### src/rtl/apb_master_ctrl.sv
// APB master controller: turns single-cycle user strobes into APB SETUP/ACCESS
// transfers with wait-state timeout, slave-error reporting and back-to-back issue.
module apb_master_ctrl #(
  parameter int ADDR_W      = 8,
  parameter int DATA_W      = 8,
  parameter int TIMEOUT_CYC = 16
) (
  input  logic              pclk,
  input  logic              preset,
  input  logic              transfer,
  input  logic              read_write,
  input  logic [ADDR_W-1:0] apb_write_paddr,
  input  logic [DATA_W-1:0] apb_write_data,
  input  logic [ADDR_W-1:0] apb_read_paddr,
  output logic [DATA_W-1:0] apb_read_data_out,
  output logic              psel,
  output logic              penable,
  output logic              pwrite,
  output logic [ADDR_W-1:0] paddr,
  output logic [DATA_W-1:0] pwdata,
  input  logic              pready,
  input  logic              pslverr,
  input  logic [DATA_W-1:0] prdata,
  output logic              busy,
  output logic              done,
  output logic              slv_err,
  output logic              timeout_err,
  output logic [1:0]        dbg_state
);

  typedef enum logic [1:0] {
    IDLE   = 2'd0,
    SETUP  = 2'd1,
    ACCESS = 2'd2
  } state_t;

  localparam logic [7:0] TIMEOUT_LIM = 8'(TIMEOUT_CYC);

  state_t            state_q, state_d;
  logic [7:0]        wait_cnt_q, wait_cnt_d;
  logic              psel_q, psel_d;
  logic              penable_q, penable_d;
  logic              pwrite_q, pwrite_d;
  logic [ADDR_W-1:0] paddr_q, paddr_d;
  logic [DATA_W-1:0] pwdata_q, pwdata_d;
  logic [DATA_W-1:0] rdata_q, rdata_d;
  logic              busy_q, busy_d;
  logic              done_q, done_d;
  logic              slv_err_q, slv_err_d;
  logic              timeout_err_q, timeout_err_d;
  logic              latch_cmd;

  // Handshake: a user command is accepted on any edge where transfer=1 and the
  // FSM is in IDLE or completing ACCESS; an APB beat completes on the edge where
  // psel & penable & pready are all high. pready outside ACCESS means nothing.
  always_comb begin
    state_d       = state_q;
    wait_cnt_d    = wait_cnt_q;
    pwrite_d      = pwrite_q;
    paddr_d       = paddr_q;
    pwdata_d      = pwdata_q;
    rdata_d       = rdata_q;
    done_d        = 1'b0;
    slv_err_d     = 1'b0;
    timeout_err_d = 1'b0;
    latch_cmd     = 1'b0;

    unique case (state_q)
      IDLE: begin
        if (transfer) begin
          state_d   = SETUP;
          latch_cmd = 1'b1;
        end
      end
      SETUP: state_d = ACCESS;
      ACCESS: begin
        if (pready) begin
          done_d    = 1'b1;
          slv_err_d = pslverr;
          if (!pwrite_q && !pslverr) rdata_d = prdata;
          if (transfer) begin
            state_d   = SETUP;
            latch_cmd = 1'b1;
          end else begin
            state_d = IDLE;
          end
        end else if (wait_cnt_q == TIMEOUT_LIM) begin
          state_d       = IDLE;
          done_d        = 1'b1;
          timeout_err_d = 1'b1;
        end else begin
          wait_cnt_d = wait_cnt_q + 8'd1;
        end
      end
      default: state_d = IDLE;
    endcase

    if (latch_cmd) begin
      wait_cnt_d = '0;
      pwrite_d   = !read_write;
      paddr_d    = read_write ? apb_read_paddr : apb_write_paddr;
      if (!read_write) pwdata_d = apb_write_data;
    end

    // Bus controls are decoded from the next state so they leave the flops aligned with it.
    psel_d    = (state_d != IDLE);
    penable_d = (state_d == ACCESS);
    busy_d    = (state_d != IDLE);
  end

  always_ff @(posedge pclk) begin
    if (!preset) begin
      state_q       <= IDLE;
      wait_cnt_q    <= '0;
      psel_q        <= 1'b0;
      penable_q     <= 1'b0;
      pwrite_q      <= 1'b0;
      paddr_q       <= '0;
      pwdata_q      <= '0;
      rdata_q       <= '0;
      busy_q        <= 1'b0;
      done_q        <= 1'b0;
      slv_err_q     <= 1'b0;
      timeout_err_q <= 1'b0;
    end else begin
      state_q       <= state_d;
      wait_cnt_q    <= wait_cnt_d;
      psel_q        <= psel_d;
      penable_q     <= penable_d;
      pwrite_q      <= pwrite_d;
      paddr_q       <= paddr_d;
      pwdata_q      <= pwdata_d;
      rdata_q       <= rdata_d;
      busy_q        <= busy_d;
      done_q        <= done_d;
      slv_err_q     <= slv_err_d;
      timeout_err_q <= timeout_err_d;
    end
  end

  assign psel              = psel_q;
  assign penable           = penable_q;
  assign pwrite            = pwrite_q;
  assign paddr             = paddr_q;
  assign pwdata            = pwdata_q;
  assign apb_read_data_out = rdata_q;
  assign busy              = busy_q;
  assign done              = done_q;
  assign slv_err           = slv_err_q;
  assign timeout_err       = timeout_err_q;
  assign dbg_state         = state_q;

endmodule

### config.mk
export PLATFORM = sky130hd
export DESIGN_NAME = apb_master_ctrl
export DESIGN_NICKNAME = d
export VERILOG_FILES = /design/src/rtl/apb_master_ctrl.sv
export SDC_FILE = /design/constraint.sdc
export NUM_CORES = 1
export LEC_CHECK = 0
export ABC_AREA = 1
export BUFFER_PORTS_ARGS = -buffer_cell sky130_fd_sc_hd__buf_2
export CAP_MARGIN = 20
export CELL_PAD_IN_SITES_DETAIL_PLACEMENT = 1
export CELL_PAD_IN_SITES_GLOBAL_PLACEMENT = 1
export CORE_UTILIZATION = 25
export DETAILED_ROUTE_END_ITERATION = 8
export PLACE_DENSITY = 0.69
export SLEW_MARGIN = 10
export SYNTH_ARGS = -nofsm -noshare
export SYNTH_HDL_FRONTEND = slang
export SYNTH_SLANG_ARGS = --single-unit
### constraint.sdc
create_clock -name pclk -period 2.2 [get_ports pclk]
set_clock_uncertainty 0.2 [all_clocks]
set_input_delay 0.11 -clock pclk [delete_from_list [all_inputs] [get_ports pclk]]
set_output_delay 0.11 -clock pclk [all_outputs]
set_load 0.1 [all_outputs]
==> impl_metrics.csv <==
group,metric,value,unit
run_status,status,"finished with violations",
run_status,failed_checks,"DRC",
power_and_ir_drop,seq_power_share,0.450,
sta,fin_setup_tns,0,ns
power_and_ir_drop,vdd_drop_max,0.278,mV
power_and_ir_drop,swShare,0.334,
sta,period_needed,2.07,ns
yosys,syn_nets,256,
final_layout,antenna-diode-count,0,
drt,wl,5430,um
yosys,synth_top_family_by_area,"simple AND/OR/NAND/NOR gates",
worst_setup_path,path_max_fanout,9,
global_routing,grt_max_degree,14,
final_layout,fin_util,0.405,
sta,slew_violations,0,
yosys,synth_compound_area_frac,0.116,
yosys,synthCells,216,
yosys,ys_seq_area_frac,0.475,
yosys,avgSynthCellArea,7.80,um2
place,portBuffers,70,
clock_tree,htreeDepth,2,
worst_setup_path,r2r_cells,6,
yosys,yosysWarnings,0,
sta,grt_setup_unrepaired,"false",
die,die_y,84.1,um
worst_setup_path,critPathKind,"primary input to register",
yosys,synthSimpleGateAreaFrac,0.257,
drt,postRouteAntennaNets,0,
yosys,synthesis.area,0.00168,mm2
power_and_ir_drop,p_leak,0.00118,uW
clock_tree,cts_resized,0,
drt,drtIter0Drc,45,
sta,hold_slack,0.00944,ns
power_and_ir_drop,internal_power,1130,uW
yosys,synth_cell_types,24,
sta,final.period_utilization,0.939,
global_routing,grt_pass1_vias,2004,
power_and_ir_drop,power_frac_comb,0.252,
run,cap_violations,0,
die,start_util,0.262,
drt,wl_per_cell,13.3,um
clock_tree,cts.clk_slew.worst_paths,0.07,ns
die,dieArea,0.00707,mm2
hold_path,min_path_type,"primary input to register",
sta,finalSetupViolations,0,
place,hpwl,3580,um
yosys,synth.area.mux_share,0.0475,
global_routing,grt_pass1_wl,9240,um
die,core,0.00642,mm2
clock_tree,clock_latency,0.29,ns
die,rows,29,
worst_setup_path,endpoint_kind,"register",
worst_setup_path,arrival,2.05,ns
drt,drc,6,
place,gp_congestion,0.791,
drt,vias,1894,
worst_setup_path,critPathLaunchType,"primary input",
drt,drt-vias-per-instance,4.64,
clock_tree,cts_tree,"done",
yosys,synth-seq-cells,40,
power_and_ir_drop,powerDensity,653,mW/mm2
yosys,yosys.area_share.xor_xnor,0.0156,
yosys,yosysTopAreaCellShare,0.475,
final_layout,drive_above_1_share,0.257,
global_routing,grt.overflow.total,0,
yosys,synth_top_cell_by_area,"dfxtp_1",
die,ios,71,
global_routing,antenna_found_initial,0,
global_routing,grtUsageTotal,0.162,
clock_tree,cts_buffer_depth,2,
power_and_ir_drop,p_clk_frac,0.298,
yosys,synthAdderAreaFrac,0.0149,
final_layout,syn_to_final_growth,54.5,%
sta,relSlewSlack,0.666,
power_and_ir_drop,power.switching,567,uW
sta,worst_slew_pin_slew,0.505,ns
die,die_width,84.1,um
final_layout,fin_nets,370,
clock_tree,clk_root_buffer_cell,"clkbuf_8",
clock_tree,cts.sinks,40,
yosys,yosys-top-cells-area,"dfxtp_1, nand2_1, nor2_1",
worst_setup_path,critPathRequiredTime,2.19,ns
clock_tree,cts_made_buffers,5,
sta,hold_viol,0,
hold_path,whs_path_depth,3,
drt,first_pass_iters,6,
sta,fmax,484,MHz
## through the flow
stage / instances / total power [uW] / instance area (um2) / setup slack, ns
5_1_grt: 408 / 1780 / 2600 / 0.0110
3_5_place_dp: 357 / 1140 / 2080 / 0.478
4_1_cts: 408 / 1720 / 2600 / 0.228
3_3_place_gp: 357 / 1140 / 2080 / 0.573
2_1_floorplan: 216 / 1070 / 1680 / 0.144
6_report: 408 / 1700 / 2600 / 0.134
## power by group through the flow
stage	clock, uW	sequential (uW)	combinational, uW
after detailed placement	0	782	361
final	506	765	428
after global routing	557	768	451
after floorplan	0	974	92.5
after CTS	526	765	424
after global placement	0	782	359
## path summary, 6_finish.rpt
check             slack (ns)                                 to               startpoint
setup / recovery        0.13  apb_read_data_out[1]$_SDFFE_PN0P_                  pslverr
hold / removal         0.009                 slv_err$_SDFF_PN0_                   preset
setup reg to reg        0.14  apb_read_data_out[1]$_SDFFE_PN0P_  dbg_state[1]$_SDFF_PN0_
hold reg to reg         0.26              paddr[1]$_SDFFE_PN0P_    paddr[1]$_SDFFE_PN0P_
## cell type report
type,instances,area (um2)
sequential,40,801
fill,812,3820
multi-input combinational,151,759
inverter,18,67.6
clock buffer,8,90.1
timing repair buffer,114,788
tap,77,96.3
## cell usage in the layout (no fill, tap or decap), drive strengths merged
cell type	n
a21oi	18
a31oi	1
buf	71
clkbuf	8
clkinv	1
dfxtp	40
dlygate4sd3	43
ha	2
inv	17
mux2i	8
nand2	46
nand3	21
nand4	1
nor2	31
nor3	1
o21a	1
o21ai	18
xor2	3
## Yosys cell counts (all sizes together)
master and instances:
clkinv 1, nand3 21, nand4 1, ha 2, o21ai 18, o21a 1, xor2 3, nand2 46
buf 5, clkbuf 2, nor2 31, dfxtp 40, nor3 1, mux2i 8, a21oi 18, inv 17
a31oi 1
## flip-flops by register name, summed over array words and instances, names as in the netlist
signal	cells
apb_read_data_out	8
timeout_err	1
wait_cnt_q	8
pwdata	8
busy	1
done	1
dbg_state	2
pwrite	1
slv_err	1
penable	1
paddr	8
## worst max-delay path, cell delays in order
cell and delay [ns]:
dlygate4sd3_1 0.54, buf_2 0.13, nor2_1 0.08, nand3_1 0.27, o21ai_0 0.29, dlygate4sd3_1 0.59
nor2_1 0.04
## repair_timing
action / CTS / global route
buffers inserted: 0 / 0
hold buffers: 43 / 0
hold endpoints to repair: 26 / 0
## per-layer routing
layer / up-vias / track usage / wire length, um / share of wire
li1: 930 / - / - / -
met1: 903 / 0.180 / 2270 / 0.42
met2: 51 / 0.296 / 2780 / 0.51
met3: 10 / 0.0425 / 290 / 0.053
met4: 0 / 0.0596 / 91 / 0.017
met5: - / 0 / 0 / 0
## cell families after synthesis
| group | count (synthesis) |
|---|---|
| AND/OR/NAND/NOR | 100 |
| flip-flops | 40 |
| AO/OA/AOI/OAI | 38 |
| buffers and inverters | 25 |
| multiplexers | 8 |
| XOR/XNOR | 3 |
| adder cells (fa/ha/maj) | 2 |
(Power assumes the default switching activity.)
